**config.mk**
```make
export PLATFORM = sky130hd
export DESIGN_NAME = sha3_squeeze_serializer
export DESIGN_NICKNAME = d
export VERILOG_FILES = /design/src/rtl/sha3_pkg.sv /design/src/rtl/sha3_squeeze_serializer.sv
export SDC_FILE = /design/constraint.sdc
export NUM_CORES = 1
export LEC_CHECK = 0
export BUFFER_PORTS_ARGS = -buffer_cell sky130_fd_sc_hd__buf_2
export CAP_MARGIN = 30
export CORE_AREA = 8 8 638 640
export DETAILED_ROUTE_END_ITERATION = 12
export DIE_AREA = 0 0 646 648
export PLACE_DENSITY = 0.3
export SYNTH_ARGS = -nofsm -noshare
export SYNTH_HDL_FRONTEND = slang
export SYNTH_SLANG_ARGS = --single-unit
export TNS_END_PERCENT = 30
```
**constraint.sdc**
```tcl
create_clock -name clk -period 9.1 [get_ports clk]
set_input_delay 1.365 -clock clk [delete_from_list [all_inputs] [get_ports clk]]
set_output_delay 1.365 -clock clk [all_outputs]
set_load 0.01 [all_outputs]
```
**src/rtl/sha3_pkg.sv**
```systemverilog
// ----------------------------------------------------------------------------
// sha3_pkg
// Shared Keccak types and helpers used by the SHA-3 absorb and squeeze paths.
//   lane_t        one 64-bit Keccak lane
//   row_t         five lanes of one state row, element [x] is lane (x,y)
//   sq_state_e    squeeze serializer FSM states
//   lane_idx()    flat lane number x+5*y
//   bswap64()     byte reversal of a lane (little-endian lane -> big-endian)
// ----------------------------------------------------------------------------
package sha3_pkg;

   localparam int KECCAK_LANES = 25;

   typedef logic [63:0] lane_t;
   typedef lane_t row_t [5];

   typedef enum logic [0:0] {
      ST_IDLE = 1'b0,
      ST_EMIT = 1'b1
   } sq_state_e;

   // Flat lane number of lane (x,y) in the 5x5 state
   function automatic int lane_idx(input int x, input int y);
      return x + 5 * y;
   endfunction

   // Byte 0 of the lane lands in bits 63:56
   function automatic lane_t bswap64(input lane_t v);
      lane_t r;
      r = 64'h0;
      for (int b = 0; b < 8; b++) begin
         r[8*(7-b) +: 8] = v[8*b +: 8];
      end
      return r;
   endfunction

endpackage

```
**src/rtl/sha3_squeeze_serializer.sv**
```systemverilog
// ----------------------------------------------------------------------------
// sha3_squeeze_serializer
// Captures a full Keccak state from the round pipeline when good pulses and
// emits the first DIGEST_LANES lanes, one lane per transfer, on a valid/ready
// stream. The round pipeline cannot stall, so a state offered while the
// serializer is busy is dropped and flagged on overrun.
//
// Parameters
//   DIGEST_LANES   lanes emitted per state, 1..25
// Ports
//   clk            clock
//   rst            synchronous active-high reset
//   isa..ise       state rows y=0..4, is<row>[x] = lane (x,y)
//   good           one-cycle strobe, rows valid this cycle
//   state_ready    a state offered this cycle will be captured
//   dout           current lane
//   dout_valid     dout holds a lane
//   dout_ready     downstream accepts dout
//   dout_last      dout is lane DIGEST_LANES-1
//   overrun        one-cycle pulse, a state was dropped the previous cycle
// Configuration
//   SHA3_SQUEEZE_BYTESWAP_EN  when defined, dout is the byte-reversed lane
//                             (big-endian digest stream); handshakes unchanged
// ----------------------------------------------------------------------------
module sha3_squeeze_serializer
   import sha3_pkg::*;
#(
   parameter int DIGEST_LANES = 4
) (
   input  logic        clk,
   input  logic        rst,
   input  row_t        isa,
   input  row_t        isb,
   input  row_t        isc,
   input  row_t        isd,
   input  row_t        ise,
   input  logic        good,
   output logic        state_ready,
   output logic [63:0] dout,
   output logic        dout_valid,
   input  logic        dout_ready,
   output logic        dout_last,
   output logic        overrun
);

   localparam int IDX_W = $clog2(DIGEST_LANES + 1);
   localparam logic [IDX_W-1:0] LAST_IDX = IDX_W'(DIGEST_LANES - 1);

   if (DIGEST_LANES < 1 || DIGEST_LANES > KECCAK_LANES) begin : g_bad_lanes
      $error("sha3_squeeze_serializer: DIGEST_LANES must be within 1..25");
   end

   sq_state_e        r_state;
   sq_state_e        w_state_nxt;
   logic [IDX_W-1:0] r_idx;
   lane_t            r_buf [DIGEST_LANES];
   logic             r_overrun;

   lane_t            w_lanes [KECCAK_LANES];
   lane_t            w_lane_sel;
   logic             w_emit;
   logic             w_transfer;
   logic             w_last;
   logic             w_state_ready;
   logic             w_capture;

   // Flatten the five input rows into lane order x+5*y
   always_comb begin
      for (int i = 0; i < KECCAK_LANES; i++) begin
         w_lanes[i] = 64'h0;
      end
      for (int x = 0; x < 5; x++) begin
         w_lanes[lane_idx(x, 0)] = isa[x];
         w_lanes[lane_idx(x, 1)] = isb[x];
         w_lanes[lane_idx(x, 2)] = isc[x];
         w_lanes[lane_idx(x, 3)] = isd[x];
         w_lanes[lane_idx(x, 4)] = ise[x];
      end
   end

   // Handshake decode; state_ready sees dout_ready directly so a final
   // transfer can hand off to the next state with no bubble
   always_comb begin
      w_emit        = (r_state == ST_EMIT);
      w_transfer    = w_emit & dout_ready;
      w_last        = w_emit & (r_idx == LAST_IDX);
      w_state_ready = ~w_emit | (w_transfer & w_last);
      w_capture     = good & w_state_ready;
   end

   // FSM next-state
   always_comb begin
      w_state_nxt = r_state;
      case (r_state)
         ST_IDLE: begin
            if (good) w_state_nxt = ST_EMIT;
            else      w_state_nxt = ST_IDLE;
         end
         ST_EMIT: begin
            if (w_transfer & w_last) w_state_nxt = w_capture ? ST_EMIT : ST_IDLE;
            else                     w_state_nxt = ST_EMIT;
         end
         default: w_state_nxt = ST_IDLE;
      endcase
   end

   // FSM state register
   always_ff @(posedge clk) begin
      if (rst) r_state <= ST_IDLE;
      else     r_state <= w_state_nxt;
   end

   // Lane buffer, lane index and overrun flag
   always_ff @(posedge clk) begin
      if (rst) begin
         for (int i = 0; i < DIGEST_LANES; i++) begin
            r_buf[i] <= 64'h0;
         end
         r_idx     <= '0;
         r_overrun <= 1'b0;
      end else begin
         r_overrun <= good & ~w_state_ready;
         if (w_capture) begin
            for (int i = 0; i < DIGEST_LANES; i++) begin
               r_buf[i] <= w_lanes[i];
            end
            r_idx <= '0;
         end else if (w_transfer) begin
            if (w_last) r_idx <= '0;
            else        r_idx <= r_idx + IDX_W'(1);
         end else begin
            r_idx <= r_idx;
         end
      end
   end

   // Output lane select; the buffer only changes on capture, so dout holds
   // steady through any stall
   always_comb begin
      w_lane_sel = r_buf[r_idx];
   end

`ifdef SHA3_SQUEEZE_BYTESWAP_EN
   assign dout = bswap64(w_lane_sel);
`else
   assign dout = w_lane_sel;
`endif

   assign dout_valid  = w_emit;
   assign dout_last   = w_last;
   assign state_ready = w_state_ready;
   assign overrun     = r_overrun;

endmodule
```
==> impl_metrics.ini, run 1 <==
[clocking]
cts_tree = yes
cts_root_buffer = clkbuf_16
ctsResizeCount = 0
clkTransAtPathRegs_ns = 0.05
clk_latency_ns = 0.64
hold_buffers = 0
h-tree-depth = 2
cts_setup_buffers = 0
numClockSinks = 263
cts_buffers = 38
clockBufferDepth = 3

[logic_synthesis]
synth-seq-area-share_pct = 69.5
synth_nets = 2252
synth_edf_count = 256
yosys.area.top_type = edfxtp_1
ys_top_cells_by_area = edfxtp_1 (68%), and2_1 (14%), mux4_2 (13%)
syn_inst = 647
synthesis.area_mm2 = 0.0113
syn_area_per_cell_um2 = 17.4
synth_cell_types = 21
synthArstFlopShare_pct = 0
ys.flop_type = edfxtp_1
ys_warn_count = 0
synth-seq-cells = 263
yosysTopAreaCellShare_pct = 68.3

[floorplanning]
die_area_mm2 = 0.419
io_pins = 1672
num_rows = 232
dieWidth_um = 646
start_util_pct = 2.84
die-height_um = 648
coreArea_mm2 = 0.397

[timing]
fmax_ghz = 0.220
tightest_slew_ns = 1.26
relSlewSlack_pct = 15.9
hold_violations = 0
slew_violations = 0
tns_ns = 0
period_needed_ns = 4.54
finalCritPeriodShare_pct = 49.9
whs_ns = 0.454
rsz0062_at_grt = no
setup_violations = 0
fin_skew_ns = 0.0418

[final_layout]
drive_above_1_share_pct = 45.1
fillers = 46833
area_delta_synth_final_pct = 82.3
fin_cells = 6286
nNetsFinal = 2587

[setup_path]
max_stage_delay_ns = 0.79
crit_path_start_kind = flip-flop
endpoint_kind = primary output
slowest_stage = dfxtp_4
path_delay_family = buffers and inverters
worst-setup-path-type = flip-flop to primary output
critical_path.cell_chain = buf_4, mux4_2, buf_2
path_buf_inv = 2
cp.arrival_ns = 3.17
critPathMaxFanout = 34
crit_required_ns = 7.74

[pwr]
pwr-share-clk_pct = 45.7
power_frac_seq_pct = 46.2
power.switching_mw = 0.805
internal-power_mw = 2.36
switching_share_pct = 25.4
power.leakage_nw = 5.93
ir_drop_mv = 0.107
power_density_mw_per_mm2 = 154
p_comb_share_pct = 8.1

[global_route]
grt_pass1_vias = 7439
track_usage_pct = 2.45
antenna_found_initial = 34
grt.overflow.total = 0
grt_pass1_wl_mm = 67.3
grt_max_degree = 121

[route]
wl_per_cell_um = 8.32
dr.pass1.iters = 4
route.detailed.drc = 0
routed_wl_mm = 52.3
ant_nets = 0
routed_via_density = 1.07
drtIter0Drc = 296
num_vias = 6698

[placement]
io_buffers = 327
dp.cells = 6207
dp_hpwl_mm = 40.1
globalplace.congestion = 0.626

[hold_path]
hold_class = flip-flop to flip-flop

[run_status]
status = complete, no violations

[run]
cap_violations = 0
## through the flow
step / cell area [µm²] / utilization, % / power (mW) / setup WS (ns)
6_report: 20500 / 5.17 / 3.16 / 4.56
5_1_grt: 20500 / 5.17 / 3.36 / 4.26
4_1_cts: 20500 / 5.16 / 3.31 / 4.19
3_5_place_dp: 19300 / 4.87 / 1.77 / 4.69
3_3_place_gp: 19300 / 4.87 / 1.77 / 4.64
2_1_floorplan: 11300 / - / 1.61 / 0.448
## layout by cell type (no fill, tap or decap), drive strengths merged
cell type,n
inv,2
diode,10
mux4,64
or3b,1
nor2,3
nand2b,1
or3,1
nand3,1
clkbuf,51
dfxtp,7
edfxtp,256
nand2,5
clkinv,15
ha,1
a21oi,4
nor2b,2
buf,337
nand3b,1
and2,257
clkinvlp,1
a311o,1
## worst register-to-register path, stage by stage (launching register included)
cell	delay [ns]
dfxtp_1	0.34
ha_1	0.23
nor2b_1	0.28
a311o_2	0.59
buf_4	0.66
buf_4	0.73
## layer usage
metal	GRT usage [%]	up-vias	share of wire (%)
li1	-	3086	-
met4	1.23	0	3.9
met1	2.32	3314	34
met2	4.85	204	57
met5	0	-	0
met3	0.606	94	4.7
## registers in the layout, summed over array words and instances, names as in the netlist, named ones only
signal / cells
dout_valid: 1
overrun: 1
r_idx: 3
r_buf: 256
## power groups by stage
stage | clock network [mW] | logic [mW] | registers, mW
after floorplan | 0 | 0.128 | 1.48
after global placement | 0 | 0.279 | 1.49
after detailed placement | 0 | 0.278 | 1.49
after CTS | 1.57 | 0.279 | 1.46
after global routing | 1.60 | 0.288 | 1.47
final | 1.45 | 0.256 | 1.46
## path summary, 6_finish.rpt
kind | startpoint | cells after the start | end | slack [ns]
worst max-delay path | flip-flop | 3 | dout[28] | 4.56
worst min-delay path | r_idx[2]$_SDFFE_PP0N_ | 2 | r_idx[2]$_SDFFE_PP0N_ | 0.45
worst max register to register | r_idx[0]$_SDFFE_PP0N_ | 5 | r_buf[1][5]$_SDFFCE_PN0P_ | 5.79
worst min register to register | r_idx[2]$_SDFFE_PP0N_ | 2 | r_idx[2]$_SDFFE_PP0N_ | 0.45
## final cells by class
type / instances / area [µm²] / share of cell area [%]
clock buffers: 51 / 1050 / 5.12
well taps: 5265 / 6590 / 32.1
multi-input cells: 342 / 3190 / 15.6
flip-flops and latches: 263 / 7840 / 38.2
repair buffers: 337 / 1720 / 8.40
clock inverters: 18 / 115 / 0.561
diodes: 10 / 25.0 / 0.122
## kinds of logic after synthesis
logic type      synth area share [%]
simple gates                    15.1
buf+inv                         2.17
mux                             12.8
fa+ha+maj                      0.111
flops                           69.5
compound gates                 0.367
## cell usage after synthesis, types with 2 or more instances
cell	number
nor2_1	3
mux4_2	64
buf_4	7
clkbuf_2	23
a21oi_1	3
edfxtp_1	256
clkbuf_1	2
nor2b_1	2
buf_6	3
dfxtp_1	7
and2_1	257
nand2_1	5
buf_2	7
Power figures use the tool's default switching activity.
==> inputs of run 2 (changes only) <==
--- a/config.mk
+++ b/config.mk
@@ -7,9 +7,9 @@
 export LEC_CHECK = 0
 export BUFFER_PORTS_ARGS = -buffer_cell sky130_fd_sc_hd__buf_2
 export CAP_MARGIN = 30
-export CORE_AREA = 8 8 638 640
+export CORE_AREA = 8 8 642 644
 export DETAILED_ROUTE_END_ITERATION = 12
-export DIE_AREA = 0 0 646 648
+export DIE_AREA = 0 0 650 652
 export PLACE_DENSITY = 0.3
 export SYNTH_ARGS = -nofsm -noshare
 export SYNTH_HDL_FRONTEND = slang
==> constraint.sdc (replaced) <==
create_clock -name clk -period 4.44 [get_ports clk]
set_input_delay 0.666 -clock clk [delete_from_list [all_inputs] [get_ports clk]]
set_output_delay 0.666 -clock clk [all_outputs]
set_load 0.01 [all_outputs]
==> impl_metrics.ini, run 2 (synthesis gave the netlist of run 1 again) <==
[run_status]
status = complete, no violations

[final_layout]
nNetsFinal = 2592
largest_reg_flops = 256
fillers = 47105
drive_above_1_share_pct = 46.2
layout_commonest_cell = buf_2
top_regs = r_buf (256), r_idx (3)
regMostFlops = r_buf
final_cell_mix = buf_2 (327), and2_1 (257), edfxtp_1 (256)
area_delta_synth_final_pct = 83.5

[setup_path]
crit_path_start_kind = flip-flop
critPathMaxFanout = 19
endpoint_kind = primary output
cp.arrival_ns = 2.66
crit_required_ns = 3.77
worst-setup-path-type = flip-flop to primary output

[route]
drtIter0Drc = 315
num_vias = 6694
ant_nets = 0
dr.pass1.iters = 4
routed_via_density = 1.06
route.detailed.drc = 0
routed_wl_mm = 48.1
wl_per_cell_um = 7.62

[clocking]
h-tree-depth = 2
cts_buffers = 38
cts_setup_buffers = 0
clkTransAtPathRegs_ns = 0.06
clk_latency_ns = 0.63
ctsResizeCount = 0
hold_buffers = 0
clockBufferDepth = 3
cts_root_buffer = clkbuf_16
cts_tree = yes
numClockSinks = 263

[floorplanning]
dieWidth_um = 650
num_rows = 233
die_area_mm2 = 0.424
io_pins = 1672
start_util_pct = 2.81
die-height_um = 652
coreArea_mm2 = 0.401

[timing]
hold_violations = 0
rsz0062_at_grt = no
period_needed_ns = 3.33
setup_slack_ns = 1.11
fin_skew_ns = 0.0130
slew_violations = 0
relSlewSlack_pct = 34.0
tightest_slew_ns = 0.989
fmax_ghz = 0.300
finalCritPeriodShare_pct = 75.0
setup_violations = 0

[pwr]
power.leakage_nw = 5.98
power_density_mw_per_mm2 = 314
power_mw = 6.50
ir_drop_mv = 0.270

[global_route]
track_usage_pct = 2.23
grt.overflow.total = 0
grt_pass1_wl_mm = 64.0
grt_pass1_vias = 7682
antenna_found_initial = 21
grt_max_degree = 118

[hold_path]
hold_class = primary input to flip-flop

[run]
cap_violations = 0

[placement]
io_buffers = 327
dp_hpwl_mm = 35.8
globalplace.congestion = 0.627
dp_slack_ns = 1.60
run 2: cell types whose count changed in the layout (fill, tap and decap cells not counted), moves of 2 or more:
cell	previous run	this run
buf_12	1	7
clkbuf_1	10	4
clkinv_2	3	9
diode_2	10	6
clkinv_8	2	0
clkinvlp_4	1	3
run 2: metrics by stage:
step                      cell area, µm²  hold slack [ns]  std cells  utilization (%)  setup TNS [ns]
after detailed placement           19500            0.457       6234             4.85               0
after CTS                          20700           0.0865       6302             5.14               0
after global routing               20700            0.149       6302             5.14               0
final                              20700            0.231       6308             5.15               0
after floorplan                    11300            0.434        647                -           -3.54
after global placement             19500            0.464       6234             4.85               0
run 2: layout make-up:
type	count	area (µm²)	share of cell area [%]
Timing Repair Buffer	342	1840	8.89
Clock inverter	23	126	0.611
Tap cell	5287	6620	32.0
Sequential cell	263	7840	37.9
Antenna cell	6	15.0	0.0726
Clock buffer	45	1040	5.04
Multi-Input combinational cell	342	3200	15.5
run 2: power breakdown:
part / leakage, nW / internal (mW) / total [mW] / switching, mW
clock network: 0.573 / 1.67 / 2.99 / 1.32
registers: 2.82 / 2.92 / 2.98 / 0.0534
logic: 2.59 / 0.250 / 0.528 / 0.279
run 2: final timing paths:
path                                            start                         end  slack (ns)  cells after the start
worst min register to register  r_idx[2]$_SDFFE_PP0N_       r_idx[2]$_SDFFE_PP0N_        0.46                      2
worst max register to register  r_idx[0]$_SDFFE_PP0N_  r_buf[3][26]$_SDFFCE_PN0P_        1.97                      4
worst max-delay path                        flip-flop                    dout[16]        1.11                      4
worst min-delay path                              rst       dout_valid$_SDFF_PP0_        0.23                      2
run 2: critical path, stage by stage, from the launching register on:
cell,delay [ns]
dfxtp_4,0.67
buf_12,0.30
buf_4,0.29
mux4_2,0.54
buf_2,0.16
run 2: per-layer routing:
layer  global-route usage, %  up-vias  part of all wire [%]
met5                       0        -                     0
met4                    1.04        0                   4.1
met3                   0.801       83                   6.1
met2                    4.37      187                    57
met1                    2.02     3332                    33
li1                        -     3092                     -
